`config.mk`:
```
export PLATFORM = sky130hd
export DESIGN_NAME = control_sequencer
export DESIGN_NICKNAME = d
export VERILOG_FILES = /design/src/rtl/edic_ctrl_pkg.sv /design/src/rtl/control_sequencer.sv
export SDC_FILE = /design/constraint.sdc
export NUM_CORES = 1
export LEC_CHECK = 0
export CAP_MARGIN = 10
export CORE_ASPECT_RATIO = 0.75
export CORE_MARGIN = 2
export CORE_UTILIZATION = 35
export CTS_CLUSTER_SIZE = 40
export DETAILED_ROUTE_END_ITERATION = 12
export GPL_TIMING_DRIVEN = 0
export SKIP_CTS_REPAIR_TIMING = 1
export SYNTH_ARGS = -nofsm -noshare
export SYNTH_HDL_FRONTEND = slang
export SYNTH_SLANG_ARGS = --single-unit
export TNS_END_PERCENT = 1
```
`constraint.sdc`:
```
create_clock -name i_clk -period 4.45 [get_ports i_clk]
set_clock_uncertainty 0.05 [all_clocks]
set_input_delay 1.335 -clock i_clk [delete_from_list [all_inputs] [get_ports i_clk]]
set_output_delay 1.335 -clock i_clk [all_outputs]
set_load 0.02 [all_outputs]
```
`src/rtl/edic_ctrl_pkg.sv`:
```
// Shared definitions for the control sequencer: opcodes, sequencer states,
// instruction field positions and the bundle of datapath control strobes.
package edic_ctrl_pkg;

  // 3-bit opcode in instruction bits [15:13]; 101..111 are undefined.
  typedef enum logic [2:0] {
    OP_NOP   = 3'b000,
    OP_LDI   = 3'b001,
    OP_ALUI  = 3'b010,
    OP_STORE = 3'b011,
    OP_LOAD  = 3'b100,
    OP_ILL5  = 3'b101,
    OP_ILL6  = 3'b110,
    OP_ILL7  = 3'b111
  } opcode_t;

  // Sequencer steps; S1 is always the cycle after the accept edge.
  typedef enum logic [1:0] {
    ST_IDLE = 2'd0,
    ST_S1   = 2'd1,
    ST_S2   = 2'd2,
    ST_S3   = 2'd3
  } seq_state_t;

  // ALU operation encoding understood by the datapath.
  localparam logic [1:0] ALU_SHIFT = 2'b11;

  // Instruction bit-field positions.
  localparam int OPC_HI   = 15;
  localparam int OPC_LO   = 13;
  localparam int RD_BIT   = 12;
  localparam int RS_BIT   = 11;
  localparam int ALUOP_HI = 10;
  localparam int ALUOP_LO = 9;
  localparam int SHL_BIT  = 8;
  localparam int IMM_HI   = 7;
  localparam int IMM_LO   = 0;

  // Every registered output of the sequencer except ready/busy.
  typedef struct packed {
    logic [7:0] bus_override;
    logic       bus_override_en;
    logic       reg_wr0;
    logic       reg_wr1;
    logic       reg_bus_sel;
    logic       reg_bus_en;
    logic       alu_b_wr;
    logic [1:0] alu_op;
    logic       alu_shift_left;
    logic       alu_oe;
    logic       ram_address_en;
    logic       ram_write_en;
    logic       ram_oe;
    logic       ram_read_data_select;
    logic       illegal;
  } ctrl_t;

endpackage

```
`src/rtl/control_sequencer.sv`:
```
// Micro-sequencer that turns one 16-bit instruction into the per-cycle
// strobe pattern the datapath needs.
//
// Handshake: an instruction transfers on a rising edge where
// i_instrValid && o_instrReady; o_instrReady is high only in IDLE and never
// during reset, and i_instr is ignored on every other edge.
//
// Strobes are registered: the decode below looks at the *next* state and the
// *next* latched instruction, so the flops hold exactly the Moore outputs of
// the state being entered. Reset clears those flops asynchronously, which
// drops every strobe the moment reset rises.
module control_sequencer
  import edic_ctrl_pkg::*;
(
  input  logic        i_clk,
  input  logic        i_reset,
  input  logic [15:0] i_instr,
  input  logic        i_instrValid,
  output logic        o_instrReady,
  output logic        o_busy,
  output logic        o_illegal,
  output logic [7:0]  o_busOverride,
  output logic        o_busOverrideEn,
  output logic        o_ctrlRegWr0,
  output logic        o_ctrlRegWr1,
  output logic        o_ctrlRegBusSel,
  output logic        o_ctrlRegBusEn,
  output logic        o_ctrlAluBWr,
  output logic [1:0]  o_ctrlAluOp,
  output logic        o_ctrlAluShiftLeft,
  output logic        o_ctrlAluOE,
  output logic        o_ctrlRamAddressEn,
  output logic        o_ctrlRamWriteEn,
  output logic        o_ctrlRamOE,
  output logic        o_ctrlRamReadDataSelect
);

  seq_state_t  state_q, state_d;
  logic [15:0] instr_q, instr_d;
  ctrl_t       ctrl_q, ctrl_d;

  opcode_t     cur_op;
  opcode_t     nxt_op;
  logic        nxt_rd;
  logic        nxt_rs;

  // Next-state / latch selection, then strobe decode of the state being entered.
  always_comb begin
    state_d = state_q;
    instr_d = instr_q;
    ctrl_d  = '0;
    cur_op  = opcode_t'(instr_q[OPC_HI:OPC_LO]);

    case (state_q)
      ST_IDLE: begin
        if (i_instrValid) begin
          state_d = ST_S1;
          instr_d = i_instr;
        end
      end
      ST_S1: begin
        if (cur_op == OP_ALUI || cur_op == OP_STORE || cur_op == OP_LOAD) begin
          state_d = ST_S2;
        end else begin
          state_d = ST_IDLE;
        end
      end
      ST_S2: begin
        state_d = (cur_op == OP_ALUI) ? ST_S3 : ST_IDLE;
      end
      ST_S3: begin
        state_d = ST_IDLE;
      end
      default: begin
        state_d = ST_IDLE;
      end
    endcase

    nxt_op = opcode_t'(instr_d[OPC_HI:OPC_LO]);
    nxt_rd = instr_d[RD_BIT];
    nxt_rs = instr_d[RS_BIT];

    case (state_d)
      ST_S1: begin
        case (nxt_op)
          OP_LDI: begin
            ctrl_d.bus_override_en = 1'b1;
            ctrl_d.bus_override    = instr_d[IMM_HI:IMM_LO];
            ctrl_d.reg_wr0         = ~nxt_rd;
            ctrl_d.reg_wr1         = nxt_rd;
          end
          OP_ALUI: begin
            ctrl_d.bus_override_en = 1'b1;
            ctrl_d.bus_override    = instr_d[IMM_HI:IMM_LO];
            ctrl_d.alu_b_wr        = 1'b1;
          end
          OP_STORE, OP_LOAD: begin
            ctrl_d.reg_bus_sel    = nxt_rs;
            ctrl_d.reg_bus_en     = 1'b1;
            ctrl_d.ram_address_en = 1'b1;
          end
          OP_ILL5, OP_ILL6, OP_ILL7: begin
            ctrl_d.illegal = 1'b1;
          end
          default: begin
            ctrl_d = '0;
          end
        endcase
      end
      ST_S2: begin
        case (nxt_op)
          OP_ALUI: begin
            ctrl_d.alu_op         = instr_d[ALUOP_HI:ALUOP_LO];
            ctrl_d.alu_shift_left = instr_d[SHL_BIT];
          end
          OP_STORE: begin
            ctrl_d.reg_bus_sel  = nxt_rd;
            ctrl_d.reg_bus_en   = 1'b1;
            ctrl_d.ram_write_en = 1'b1;
          end
          OP_LOAD: begin
            ctrl_d.ram_read_data_select = 1'b1;
            ctrl_d.ram_oe               = 1'b1;
            ctrl_d.reg_wr0              = ~nxt_rd;
            ctrl_d.reg_wr1              = nxt_rd;
          end
          default: begin
            ctrl_d = '0;
          end
        endcase
      end
      ST_S3: begin
        if (nxt_op == OP_ALUI) begin
          ctrl_d.alu_op         = instr_d[ALUOP_HI:ALUOP_LO];
          ctrl_d.alu_shift_left = instr_d[SHL_BIT];
          ctrl_d.alu_oe         = 1'b1;
          ctrl_d.reg_wr0        = ~nxt_rd;
          ctrl_d.reg_wr1        = nxt_rd;
        end
      end
      default: begin
        ctrl_d = '0;
      end
    endcase
  end

  // State, latched instruction and registered strobes; reset abandons any instruction.
  always_ff @(posedge i_clk or posedge i_reset) begin
    if (i_reset) begin
      state_q <= ST_IDLE;
      instr_q <= '0;
      ctrl_q  <= '0;
    end else begin
      state_q <= state_d;
      instr_q <= instr_d;
      ctrl_q  <= ctrl_d;
    end
  end

  assign o_instrReady            = (state_q == ST_IDLE) & ~i_reset;
  assign o_busy                  = (state_q != ST_IDLE);
  assign o_illegal               = ctrl_q.illegal;
  assign o_busOverride           = ctrl_q.bus_override;
  assign o_busOverrideEn         = ctrl_q.bus_override_en;
  assign o_ctrlRegWr0            = ctrl_q.reg_wr0;
  assign o_ctrlRegWr1            = ctrl_q.reg_wr1;
  assign o_ctrlRegBusSel         = ctrl_q.reg_bus_sel;
  assign o_ctrlRegBusEn          = ctrl_q.reg_bus_en;
  assign o_ctrlAluBWr            = ctrl_q.alu_b_wr;
  assign o_ctrlAluOp             = ctrl_q.alu_op;
  assign o_ctrlAluShiftLeft      = ctrl_q.alu_shift_left;
  assign o_ctrlAluOE             = ctrl_q.alu_oe;
  assign o_ctrlRamAddressEn      = ctrl_q.ram_address_en;
  assign o_ctrlRamWriteEn        = ctrl_q.ram_write_en;
  assign o_ctrlRamOE             = ctrl_q.ram_oe;
  assign o_ctrlRamReadDataSelect = ctrl_q.ram_read_data_select;

endmodule
```
Word-level counts from Yosys, hierarchy flattened
Index checks and enable logic that the tools add are counted.
Operators by class
  bitwise gates (word level): 3
  multiplexer cells: 24
  equal/unequal tests: 16
  reduce and logical (&&, ||, !) cells: 7
Operator list (number)
  $mux W16: 2
  $mux W2: 9
  $mux W9: 2
  $eq A3 B3 Y1 const B: 5
  $eq A3 B2 Y1 const B: 4
  $pmux W5 S2: 1
  $eq A2 B2 Y1 const B: 4
  $pmux W2 S4: 1
  $pmux W4 S2: 1
  $pmux W2 S3: 1
  $pmux W3 S2: 1
  $eq A2 B1 Y1 const B: 2
  $mux W1: 4
  $mux W4: 1
  $reduce_or A2 Y1: 2
  $eq A3 B1 Y1 const B: 1
  $mux W3: 1
  $reduce_or A3 Y1: 1
  $logic_not A2 Y1: 1
  $logic_or A1 B1 Y1: 2
  $not A1 Y1: 2
  $reduce_bool A2 Y1: 1
  $and A1 B1 Y1: 1
Word-level totals
  output and inout port bits: 25
  logic and storage cells: 67
  input bits: 19
  register bits after elaboration: 41

Depth between registers and ports, before layout
  depth after elaboration: 7
  gate-level depth with buffers: 10
  mapped depth without buffers: 9

Worst setup path before layout
No wires, ideal clock.
  kind: input to output
  start point: input i_reset
  end point: output o_instrReady
  setup slack: 1.437 ns
  buffers on the path: 0
  data required time: 3.065 ns
  arrival time: 1.628 ns
  stages on the path: 1
  path through: nor2_1
Between the ends
  longest elaborated chain between the ends: 2
RTL lines
  start: declaration: line control_sequencer.sv:16  | input logic i_reset,
  $not A1 Y1: line control_sequencer.sv:160  | assign o_instrReady = (state_q == ST_IDLE) & ~i_reset;
  $and A1 B1 Y1: line control_sequencer.sv:160
  end: declaration: line control_sequencer.sv:19  | output logic o_instrReady,
Every way passes these cells.

Worst setup path after layout
Ends and elaborated chain as after synthesis.

==> results.json <==
{
  "path_cells": "clkdlybuf4s50_1, nor2_1, clkdlybuf4s50_1",
  "relSlewSlack_pct": 46.69,
  "finalCriticalPeriod_ns": 3.875,
  "fin_ws_ns": 0.5754,
  "max_cap_viol_count": 0,
  "antenna_found_initial": 0,
  "worstPathRequired_ns": 3.06,
  "via_count": 1229,
  "setup_tns_ns": 0,
  "cp-start-kind": "primary input",
  "synth_area_sq_um": 1792,
  "portBuffers": 43,
  "drt_iter0_drc": 18,
  "die_y_um": 65.97,
  "ys_types": 37,
  "ant_nets": 0,
  "drt_wl_total_mm": 3.461,
  "peakVddDrop_v": 0.0003518,
  "grt_pass1_vias": 1277,
  "hold_violations": 0,
  "crit_buf_inv": 2,
  "rows": 22,
  "rsz0062_at_grt": "no",
  "ys_ff_latch": 40,
  "place_congestion": 0.8457,
  "cts_buffers": 5,
  "grt_util_all_layers_pct": 13.42,
  "synth_common_cells": "dfrtp_1 (40), nand2_1 (18), inv_1 (11), nor2_1 (11), nand3b_1 (9)",
  "ioPinCount": 44,
  "setup-violations-final": 0,
  "ys_seq_area_share_pct": 55.87,
  "clock-sinks": 40,
  "die_x_um": 86.62,
  "powerDensity_nw_per_um2": 604.6,
  "core_sq_um": 4900,
  "drive_gt1_share_pct": 16.67,
  "start_util_pct": 36.57,
  "synth_top_flop_cell": "dfrtp_1",
  "synth_area_per_cell_sq_um": 12.19,
  "rrSetupSlack_ns": 2.00,
  "yosys-top-cells-area": "dfrtp_1 (56%), mux2_2 (5.0%), nand2_1 (3.8%), nand3b_1 (3.8%), ha_1 (2.8%)",
  "critPathMostFrequentCell": "clkdlybuf4s50_1",
  "cts.clk_slew.worst_paths_ns": 0.07,
  "arrival_ns": 2.49,
  "die_area_sq_um": 5714,
  "worstMarginPinSlew_ns": 0.7985,
  "post-route-period-util_pct": 87.07,
  "syn_nets": 170,
  "overflow": 0,
  "cp-end-kind": "primary output",
  "grt_max_degree": 41,
  "p_leak_nw": 1.069,
  "wl_per_cell_um": 13.41,
  "worstPathMaxFanout": 2,
  "clock.fmax_ghz": 0.2581,
  "cp_top_family": "buffers and inverters",
  "yosys_warnings": 0,
  "clockBufferDepth": 2,
  "dp_hpwl_mm": 2.568,
  "fillCellCount": 443,
  "vias_per_cell": 4.764,
  "cpMaxStageDelayCell": "clkdlybuf4s50_1",
  "yosysMostFrequentCell": "dfrtp_1",
  "syn_to_final_growth_pct": 33.45,
  "nets": 220,
  "cts_tree": "yes",
  "root_buffer": "clkbuf_8",
  "dr.pass1.iters": 4,
  "hold_class": "reg2reg",
  "syn_inst": 147,
  "clk_latency_ns": 0.29,
  "worst-setup-path-type": "in2out",
  "grt_pass1_wl_mm": 5.837,
  "synth_top_area_share_pct": 55.87,
  "outcome": "complete, no violations",
  "synth_edf_count": 0,
  "cp_slowest_stage_delay_ns": 0.61,
  "maxSlewViolCount": 0,
  "diodes": 0,
  "htree_levels": 2,
  "drc": 0,
  "pre_cts_ws_ns": 0.5795,
  "synth-async-reset-ratio_pct": 100.0,
  "synth_largest_area_cell": "dfrtp_1"
}
cells by family (layout without fill, tap and decap cells):
| kind of cell | Yosys count | count (layout) | synth area share, % |
|---|---|---|---|
| AO/OA/AOI/OAI | 11 | 11 | 5.167 |
| adder cells (fa/ha/maj) | 4 | 4 | 2.793 |
| AND/OR/NAND/NOR | 60 | 60 | 18.92 |
| XOR/XNOR | 1 | 1 | 1.537 |
| buffers and inverters | 16 | 67 | 4.888 |
| multiplexers | 15 | 15 | 10.82 |
| flip-flops | 40 | 40 | 55.87 |
flip-flops by register name, indices dropped and copies added, names as in the netlist, 2 cells and up:
register       flops
instr_q           16
o_busOverride      8
o_ctrlAluOp        2
state_q            2
cell type report:
cell class / instances / area (sq um) / share of cell area [%]
clock buffers: 7 / 86.33 / 3.611
well taps: 60 / 75.07 / 3.140
inverters: 11 / 41.29 / 1.727
repair buffers: 43 / 430.4 / 18.00
multi-input cells: 91 / 703.2 / 29.41
clock inverters: 1 / 7.507 / 0.3140
plain buffers: 5 / 46.29 / 1.936
flip-flops and latches: 40 / 1001 / 41.86
where the power goes:
part	switching [W]	total [W]	internal [W]	leakage [nW]
registers	0.0000614	0.000539	0.000477	0.520
logic	0.000347	0.000660	0.000313	0.504
clock network	0.000121	0.000246	0.000126	0.0445
per-stage QoR:
| step | utilization (%) | cell area (sq um) | std cells | hold slack, ns | power, W |
|---|---|---|---|---|---|
| 4_1_cts | 48.80 | 2391 | 258 | 0.4259 | 0.001461 |
| 3_3_place_gp | 46.88 | 2297 | 250 | 0.3972 | 0.001194 |
| 5_1_grt | 48.80 | 2391 | 258 | 0.4454 | 0.001546 |
| 2_1_floorplan | - | 1792 | 147 | 0.3839 | 0.001002 |
| 3_5_place_dp | 46.88 | 2297 | 250 | 0.4072 | 0.001212 |
| 6_report | 48.80 | 2391 | 258 | 0.4258 | 0.001446 |
layout by cell type, fill, tap and decap left out, types with 6 or more instances in the layout:
cell,n
clkdlybuf4s50_1,43
inv_1,10
nor2_1,11
dfrtp_1,40
nand3b_1,9
mux2_2,8
clkbuf_8,6
nand2_1,18
worst paths after layout:
check	cells past startpoint	start	end
worst min register to register	2	instr_q[10]$_DFF_PP0_	instr_q[10]$_DFF_PP0_
worst max register to register	10	instr_q[15]$_DFF_PP0_	o_ctrlRegWr0$_DFF_PP0_
worst max-delay path	3	i_reset	o_instrReady
worst min-delay path	2	instr_q[10]$_DFF_PP0_	instr_q[10]$_DFF_PP0_
max in group asynchronous	2	i_reset	instr_q[13]$_DFF_PP0_
min in group asynchronous	2	i_reset	state_q[0]$_DFF_PP0_
tightest hold or removal path, cell delays in order (launching register included):
cell and delay [ns]:
dfrtp_1 0.33, nand2_1 0.05, nand2_1 0.07
per-layer routing:
| metal | track usage, % | part of all wire [%] |
|---|---|---|
| met5 | 0 | 0 |
| met2 | 20.96 | 46 |
| met3 | 4.120 | 4.6 |
| met4 | 4.102 | 1.5 |
| met1 | 17.97 | 48 |
No activity file was read; power rests on OpenSTA's default activity.
